--- src/rtl/cbus_arbiter_if.sv ---
// Bundled request, completion and memory-port signals of the cbus arbiter.
// slave: arbiter side; master: core masters plus memory model side.
interface cbus_arbiter_if #(
    parameter int ADDR_W = 64,
    parameter int DATA_W = 64
);
    logic                  i_valid;
    logic [ADDR_W-1:0]     i_addr;
    logic                  i_data_ok;
    logic [31:0]           i_data;

    logic                  d_valid;
    logic [ADDR_W-1:0]     d_addr;
    logic [2:0]            d_size;
    logic [DATA_W/8-1:0]   d_strobe;
    logic [DATA_W-1:0]     d_wdata;
    logic                  d_data_ok;
    logic [DATA_W-1:0]     d_data;

    logic                  mem_valid;
    logic [ADDR_W-1:0]     mem_addr;
    logic [2:0]            mem_size;
    logic [DATA_W/8-1:0]   mem_strobe;
    logic [DATA_W-1:0]     mem_wdata;
    logic                  mem_ok;
    logic [DATA_W-1:0]     mem_rdata;

    modport slave (
        input  i_valid, i_addr, d_valid, d_addr, d_size, d_strobe, d_wdata, mem_ok, mem_rdata,
        output i_data_ok, i_data, d_data_ok, d_data,
               mem_valid, mem_addr, mem_size, mem_strobe, mem_wdata
    );

    modport master (
        output i_valid, i_addr, d_valid, d_addr, d_size, d_strobe, d_wdata, mem_ok, mem_rdata,
        input  i_data_ok, i_data, d_data_ok, d_data,
               mem_valid, mem_addr, mem_size, mem_strobe, mem_wdata
    );
endinterface

--- src/rtl/cbus_arbiter.sv ---
// ibus/dbus to single memory port arbiter; dbus priority, round-robin with CBUS_ARB_RR_EN.
// Latency: grant at the edge after valid, data_ok in the same cycle as mem_ok.
// Backpressure: one transaction in flight; requests wait in IDLE until the port is free.
module cbus_arbiter #(
    parameter int ADDR_W = 64,
    parameter int DATA_W = 64
) (
    input  logic           clk,
    input  logic           reset,
    cbus_arbiter_if.slave  bus
);
    localparam int         STRB_W    = DATA_W / 8;
    localparam logic [2:0] IBUS_SIZE = 3'b010;

    typedef enum logic {IDLE, BUSY} state_e;

    state_e              state_q, state_d;
    logic                grant_q, grant_d;
    logic [ADDR_W-1:0]   addr_q, addr_d;
    logic [2:0]          size_q, size_d;
    logic [STRB_W-1:0]   strobe_q, strobe_d;
    logic [DATA_W-1:0]   wdata_q, wdata_d;
    logic                sel;
    logic                grant_now;
    logic                done;

`ifdef CBUS_ARB_RR_EN
    logic last_q;

    // On contention the master that did not win last time goes first.
    assign sel = (bus.i_valid && bus.d_valid) ? ~last_q : bus.d_valid;

    always_ff @(posedge clk or negedge reset) begin
        if (!reset) begin
            last_q <= 1'b1;
        end else if (grant_now) begin
            last_q <= sel;
        end
    end
`else
    assign sel = bus.d_valid;
`endif

    always_comb begin
        state_d   = state_q;
        grant_d   = grant_q;
        addr_d    = addr_q;
        size_d    = size_q;
        strobe_d  = strobe_q;
        wdata_d   = wdata_q;
        grant_now = 1'b0;
        done      = 1'b0;
        case (state_q)
            IDLE: begin
                if (bus.i_valid || bus.d_valid) begin
                    grant_now = 1'b1;
                    state_d   = BUSY;
                    grant_d   = sel;
                    if (sel) begin
                        addr_d   = bus.d_addr;
                        size_d   = bus.d_size;
                        strobe_d = bus.d_strobe;
                        wdata_d  = bus.d_wdata;
                    end else begin
                        addr_d   = bus.i_addr;
                        size_d   = IBUS_SIZE;
                        strobe_d = '0;
                        wdata_d  = '0;
                    end
                end
            end
            BUSY: begin
                if (bus.mem_ok) begin
                    done    = 1'b1;
                    state_d = IDLE;
                end
            end
            default: state_d = IDLE;
        endcase
    end

    always_ff @(posedge clk or negedge reset) begin
        if (!reset) begin
            state_q  <= IDLE;
            grant_q  <= 1'b0;
            addr_q   <= '0;
            size_q   <= '0;
            strobe_q <= '0;
            wdata_q  <= '0;
        end else begin
            state_q  <= state_d;
            grant_q  <= grant_d;
            addr_q   <= addr_d;
            size_q   <= size_d;
            strobe_q <= strobe_d;
            wdata_q  <= wdata_d;
        end
    end

    assign bus.mem_valid  = (state_q == BUSY);
    assign bus.mem_addr   = addr_q;
    assign bus.mem_size   = size_q;
    assign bus.mem_strobe = strobe_q;
    assign bus.mem_wdata  = wdata_q;

    // Read data is zeroed outside the completion pulse so idle outputs stay quiet.
    assign bus.i_data_ok = done & ~grant_q;
    assign bus.d_data_ok = done &  grant_q;
    assign bus.i_data    = bus.i_data_ok ? bus.mem_rdata[31:0] : 32'h0;
    assign bus.d_data    = bus.d_data_ok ? bus.mem_rdata : '0;
endmodule

--- src/flat_wrapper.sv ---
// flat-port wrapper written by rule: the top's interface ports become plain ports
module cbus_arbiter_flat 
#(
    parameter int ADDR_W = 64,
    parameter int DATA_W = 64
)
  (clk, reset, bus_i_valid, bus_i_addr, bus_d_valid, bus_d_addr, bus_d_size, bus_d_strobe, bus_d_wdata, bus_mem_ok, bus_mem_rdata, bus_i_data_ok, bus_i_data, bus_d_data_ok, bus_d_data, bus_mem_valid, bus_mem_addr, bus_mem_size, bus_mem_strobe, bus_mem_wdata);
  cbus_arbiter_if #(.ADDR_W(ADDR_W), .DATA_W(DATA_W)) bus_i ();
  input  logic clk;
  input  logic reset;
  input wire logic [$bits(bus_i.i_valid)-1:0] bus_i_valid;
  input wire logic [$bits(bus_i.i_addr)-1:0] bus_i_addr;
  input wire logic [$bits(bus_i.d_valid)-1:0] bus_d_valid;
  input wire logic [$bits(bus_i.d_addr)-1:0] bus_d_addr;
  input wire logic [$bits(bus_i.d_size)-1:0] bus_d_size;
  input wire logic [$bits(bus_i.d_strobe)-1:0] bus_d_strobe;
  input wire logic [$bits(bus_i.d_wdata)-1:0] bus_d_wdata;
  input wire logic [$bits(bus_i.mem_ok)-1:0] bus_mem_ok;
  input wire logic [$bits(bus_i.mem_rdata)-1:0] bus_mem_rdata;
  output wire logic [$bits(bus_i.i_data_ok)-1:0] bus_i_data_ok;
  output wire logic [$bits(bus_i.i_data)-1:0] bus_i_data;
  output wire logic [$bits(bus_i.d_data_ok)-1:0] bus_d_data_ok;
  output wire logic [$bits(bus_i.d_data)-1:0] bus_d_data;
  output wire logic [$bits(bus_i.mem_valid)-1:0] bus_mem_valid;
  output wire logic [$bits(bus_i.mem_addr)-1:0] bus_mem_addr;
  output wire logic [$bits(bus_i.mem_size)-1:0] bus_mem_size;
  output wire logic [$bits(bus_i.mem_strobe)-1:0] bus_mem_strobe;
  output wire logic [$bits(bus_i.mem_wdata)-1:0] bus_mem_wdata;
  assign bus_i.i_valid = bus_i_valid;
  assign bus_i.i_addr = bus_i_addr;
  assign bus_i.d_valid = bus_d_valid;
  assign bus_i.d_addr = bus_d_addr;
  assign bus_i.d_size = bus_d_size;
  assign bus_i.d_strobe = bus_d_strobe;
  assign bus_i.d_wdata = bus_d_wdata;
  assign bus_i.mem_ok = bus_mem_ok;
  assign bus_i.mem_rdata = bus_mem_rdata;
  assign bus_i_data_ok = bus_i.i_data_ok;
  assign bus_i_data = bus_i.i_data;
  assign bus_d_data_ok = bus_i.d_data_ok;
  assign bus_d_data = bus_i.d_data;
  assign bus_mem_valid = bus_i.mem_valid;
  assign bus_mem_addr = bus_i.mem_addr;
  assign bus_mem_size = bus_i.mem_size;
  assign bus_mem_strobe = bus_i.mem_strobe;
  assign bus_mem_wdata = bus_i.mem_wdata;
  cbus_arbiter #(.ADDR_W(ADDR_W), .DATA_W(DATA_W)) u_core (.clk(clk), .reset(reset), .bus(bus_i));
endmodule
--- config.mk ---
export PLATFORM = sky130hd
export DESIGN_NAME = cbus_arbiter_flat
export DESIGN_NICKNAME = d
export VERILOG_FILES = /design/src/rtl/cbus_arbiter_if.sv /design/src/rtl/cbus_arbiter.sv /design/src/flat_wrapper.sv
export SDC_FILE = /design/constraint.sdc
export NUM_CORES = 1
export LEC_CHECK = 0
export CAP_MARGIN = 10
export CELL_PAD_IN_SITES_DETAIL_PLACEMENT = 1
export CELL_PAD_IN_SITES_GLOBAL_PLACEMENT = 2
export CORE_MARGIN = 4
export CORE_UTILIZATION = 18
export CTS_CLUSTER_SIZE = 8
export DETAILED_ROUTE_END_ITERATION = 8
export PLACE_DENSITY_LB_ADDON = 0.2
export SYNTH_ARGS = -nofsm -noshare
export SYNTH_HDL_FRONTEND = slang
export SYNTH_SLANG_ARGS = --single-unit
--- constraint.sdc ---
create_clock -name clk -period 1.7 [get_ports clk]
set_clock_uncertainty 0.1 [all_clocks]
set_input_delay 0.425 -clock clk [delete_from_list [all_inputs] [get_ports clk]]
set_output_delay 0.425 -clock clk [all_outputs]
set_load 0.02 [all_outputs]
Word level (Yosys, flattened, before mapping):

Index checks and enable logic that the tools add are counted.
W data, S select, Z words.

* logic and storage cells: 23
* output and inout bits: 238
* register bits: 141
* input port bits: 272

* bitwise logic cells: 4
* reductions and logical operators: 2
* mux-type cells: 11

Operators by type and width (number)
* $mux W64: 3
* $mux W32: 1
* $mux W8: 1
* $mux W1: 4
* $mux W3: 1
* $and A1 B1 Y1: 2
* $not A1 Y1: 2
* $pmux W1 S2: 1
* $reduce_and A2 Y1: 1
* $logic_or A1 B1 Y1: 1

Longest topological paths before layout:

* depth after elaboration: 4
* depth in mapped cells: 5
* mapped depth without buffers: 3

Least setup slack after synthesis:

No wires, ideal clock.

* kind: register -> output
* from: register u_core.state_q (netlist: u_core.bus.mem_valid)
* to: output port bus_d_data[54]
* buffers on the path: 1
* arrival time: 1377 ps
* data required time: 1175 ps
* cell stages (with the launch flop): 4
* setup slack: -202 ps
* cell sequence: dfrtp_1 -> and3_1 -> clkbuf_1 -> and2_1

* cells in the longest elaborated chain, start to end: 3

Ends and longest elaborated chain
* start, declared: line cbus_arbiter.sv:17 `state_e state_q, state_d;`
* start signal, assigned: line cbus_arbiter.sv:91 `state_q <= state_d;`
* $mux W1: line cbus_arbiter.sv:53 `case (state_q)`
* $and A1 B1 Y1: line cbus_arbiter.sv:108 `assign bus.d_data_ok = done & grant_q;`
* net bus_d_data_ok: line flat_wrapper.sv:22 `output wire logic [$bits(bus_i.d_data_ok)-1:0] bus_d_data_ok;`
* $mux W64: line cbus_arbiter.sv:110 `assign bus.d_data = bus.d_data_ok ? bus.mem_rdata : '0;`
* end, declared: line flat_wrapper.sv:23 `output wire logic [$bits(bus_i.d_data)-1:0] bus_d_data;`

The timed path passes the listed nets, and every way through them passes these cells.

Worst setup path in the final report:

* from: register u_core.state_q (netlist: u_core.bus.mem_valid)
* to: output port bus_d_data[0]

* cells in the longest elaborated chain, start to end: 3

Ends and longest elaborated chain (line)
* $mux W1: cbus_arbiter.sv:53
* $and A1 B1 Y1: cbus_arbiter.sv:108
* $mux W64: cbus_arbiter.sv:110

Every way passes these cells.

==> out/results.ini <==
[timing]
finalSetupTns_ns=-42.38
final.period_utilization_pct=129
rsz0062_at_grt=yes
maxSlewViolCount=0
fmax_ghz=0.457
hold_slack_ns=0.307
tightest_slew_ns=0.405
hold_viol=0
setup_viol=98
slew_headroom_pct=73.0
finalCriticalPeriod_ns=2.19
worst_slack_ns=-0.488

[logic_synthesis]
synth_cell_type_count=23
synthAdderAreaFrac_pct=0
synth_compound_area_share_pct=25.0
yosysSeqAreaShare_pct=54.7
netlist_area_um2=6450
synth.ff_latch_count=141
synthMuxAreaShare_pct=0
synth_fp_nets=852
synth-simple-area-share_pct=14.1
avgSynthCellArea_um2=11.1
synthCells=580
yosysWarnings=0
synth_top_family_by_area=compound AO/OA/AOI/OAI gates
synth-xor-area-share_pct=0

[run_status]
violations=setup timing
status=finished with violations

[setup_path]
cp_num_buf_inv=3
cp_max_fo=7
start_kind=flop
worstPathCellList=and3_4 > buf_6 > buf_16 > and2_4 > buf_6
cpPeakStageDelay_ns=0.43
cpMostUsedCell=buf_6
crit_type=reg -> out
cp.arrival_ns=1.66
path_delay_family=flip-flops
setup.worst_path.end_class=output port
critPathSlowestCell=dfrtp_2
critPathRequiredTime_ns=1.17

[die]
ios=510
initial_core_util_pct=18.2
rows=69
die_x_um=197
coreArea_um2=35500
die_h_um=197
dieArea_um2=38900

[cts]
cts-root-buf=clkbuf_16
cts.sinks=141
clkTransAtPathRegs_ns=0.07
cts_buffers=17
clk_path_buf_depth=2
clk_latency_ns=0.44
cts_tree=yes
htreeDepth=4

[detailed_routing]
dr.pass1.iters=4
totalWireLength_um=39800
drc_errors=0
wl_per_cell_um=25.1
vias=7175
drt_iter0_markers=305
vias_per_cell=4.52
antenna_left=0

[power]
leakagePower_uw=0.00586
seq_power_share_pct=33.4
p_comb_share_pct=39.5
p_per_area_nw_per_um2=1020
ir_drop_mv=0.680
p_switching_uw=4940
power_frac_clock_pct=27.0
p_int_uw=8860
p_sw_share_pct=35.8

[global_routing]
grt_pass1_wl_um=54900
gr-total-overflow=0
grt_max_degree=41
grt_antenna_before_repair=5
grt_pass1_vias=7765
grtUsageTotal_pct=19.1

[final_layout]
most-common-layout-cells=268 x clkdlybuf4s50_1, 140 x dfrtp_1, 95 x buf_6, 87 x and2_4, 74 x a22o_1
multiInputGateArea_um2=2940
nNetsFinal=1383
n_fill_cell=3870
syn2layout_area_growth_pct=111
layout_commonest_cell=clkdlybuf4s50_1
drive_above_1_share_pct=37.4
seq_area_um2=3530

[place]
io_buffers=509
gp_congestion=0.833
hpwl_um=28900

[job]
cap_violations=0

[min_path]
hold_class=in -> async

## flip-flops by register name (all words and copies together), names as in the netlist
| signal | flops |
|---|---|
| u_core.bus.mem_addr | 64 |
| u_core.bus.mem_wdata | 64 |
| u_core.bus.mem_strobe | 8 |
| u_core.grant_q | 1 |
| u_core.bus.mem_valid | 1 |
| u_core.bus.mem_size | 3 |
## repair_timing
| item | 4_1_cts | 5_1_grt |
|---|---|---|
| gates cloned | 7 | 8 |
| hold buffers | 1 | 0 |
| resized for setup | 940 | 113 |
| endpoints found under the hold margin | 28 | 0 |
| pin swaps | 26 | 22 |
| setup endpoints to repair | 237 | 216 |
| buffers inserted | 8 | 1 |
## cells by family (layout without fill, tap and decap cells)
kind of cell           count (synthesis)  after routing
and+or+nand+nor                      173            174
other                                  0              2
DFF                                  141            141
buffers and inverters                 63            606
AOI/OAI and AO/OA                    203            203
## area by class of cell
cell class / instances / share of cell area (%)
repair buffers: 572 / 43.9
flip-flops and latches: 141 / 26.0
multi-input cells: 377 / 21.6
well taps: 461 / 4.24
clock buffers: 19 / 3.33
clock inverters: 13 / 0.837
inverters: 2 / 0.0552
diodes: 2 / 0.0368
## worst paths after layout
path | startpoint | cells past startpoint | slack [ns] | to
hold reg to reg | u_core.bus.mem_wdata[47]$_DFFE_PN0P_ | 1 | 0.40 | u_core.bus.mem_wdata[47]$_DFFE_PN0P_
hold / removal | reset | 2 | 0.31 | u_core.bus.mem_wdata[10]$_DFFE_PN0P_
setup reg to reg | u_core.bus.mem_valid$_DFF_PN0_ | 5 | 0.10 | u_core.bus.mem_addr[23]$_DFFE_PN0P_
max in group asynchronous | reset | 3 | 0.63 | u_core.bus.mem_addr[10]$_DFFE_PN0P_
min in group clk | u_core.bus.mem_wdata[47]$_DFFE_PN0P_ | 1 | 0.40 | u_core.bus.mem_wdata[47]$_DFFE_PN0P_
setup / recovery | u_core.bus.mem_valid$_DFF_PN0_ | 5 | -0.49 | bus_d_data[0]
## per-stage QoR
step | total power [uW] | utilization (%) | area, um^2 | instances | setup WS [ns]
finish | 13800 | 38.3 | 13600 | 1587 | -0.488
global route | 14600 | 38.3 | 13600 | 1587 | -0.549
CTS | 14000 | 37.8 | 13400 | 1577 | -0.528
detailed placement | 10100 | 34.8 | 12300 | 1529 | -0.986
global placement | 10000 | 34.8 | 12300 | 1529 | -0.990
floorplan | 6880 | - | 6540 | 580 | -0.0149
## cells in the mapped netlist
cell / number / area (um^2)
dfrtp_1: 141 / 3530
and2_1: 96 / 601
a22o_1: 74 / 648
nor2_1: 65 / 244
o22ai_1: 64 / 400
o32ai_1: 63 / 552
buf_2: 22 / 110
buf_6: 15 / 169
clkbuf_1: 13 / 48.8
clkbuf_2: 7 / 35.0
buf_4: 4 / 30.0
nand2_1: 4 / 15.0
nand2b_1: 2 / 12.5
a21oi_1: 1 / 5.00
and3_1: 1 / 6.26
inv_1: 1 / 3.75
inv_2: 1 / 3.75
nor2_2: 1 / 6.26
nor2b_1: 1 / 6.26
nor3_1: 1 / 5.00
nor4b_1: 1 / 8.76
o21a_1: 1 / 7.51
or2_1: 1 / 6.26
## power groups by stage
| stage | Clock, uW | Sequential [uW] | Combinational, uW |
|---|---|---|---|
| floorplan | 0 | 5450 | 1430 |
| global placement | 0 | 4630 | 5400 |
| detailed placement | 0 | 4630 | 5440 |
| CTS | 3900 | 4600 | 5470 |
| global route | 4030 | 4720 | 5800 |
| finish | 3730 | 4620 | 5460 |
## metal layers
metal | vias up | global-route usage [%] | share of wire, %
met2 | 342 | 31.9 | 48
li1 | 3257 | - | -
met1 | 3532 | 22.7 | 40
met4 | 4 | 3.98 | 1.5
met5 | - | 0 | 0.068
met3 | 40 | 8.75 | 11
No activity file was read; power rests on OpenSTA's default activity.
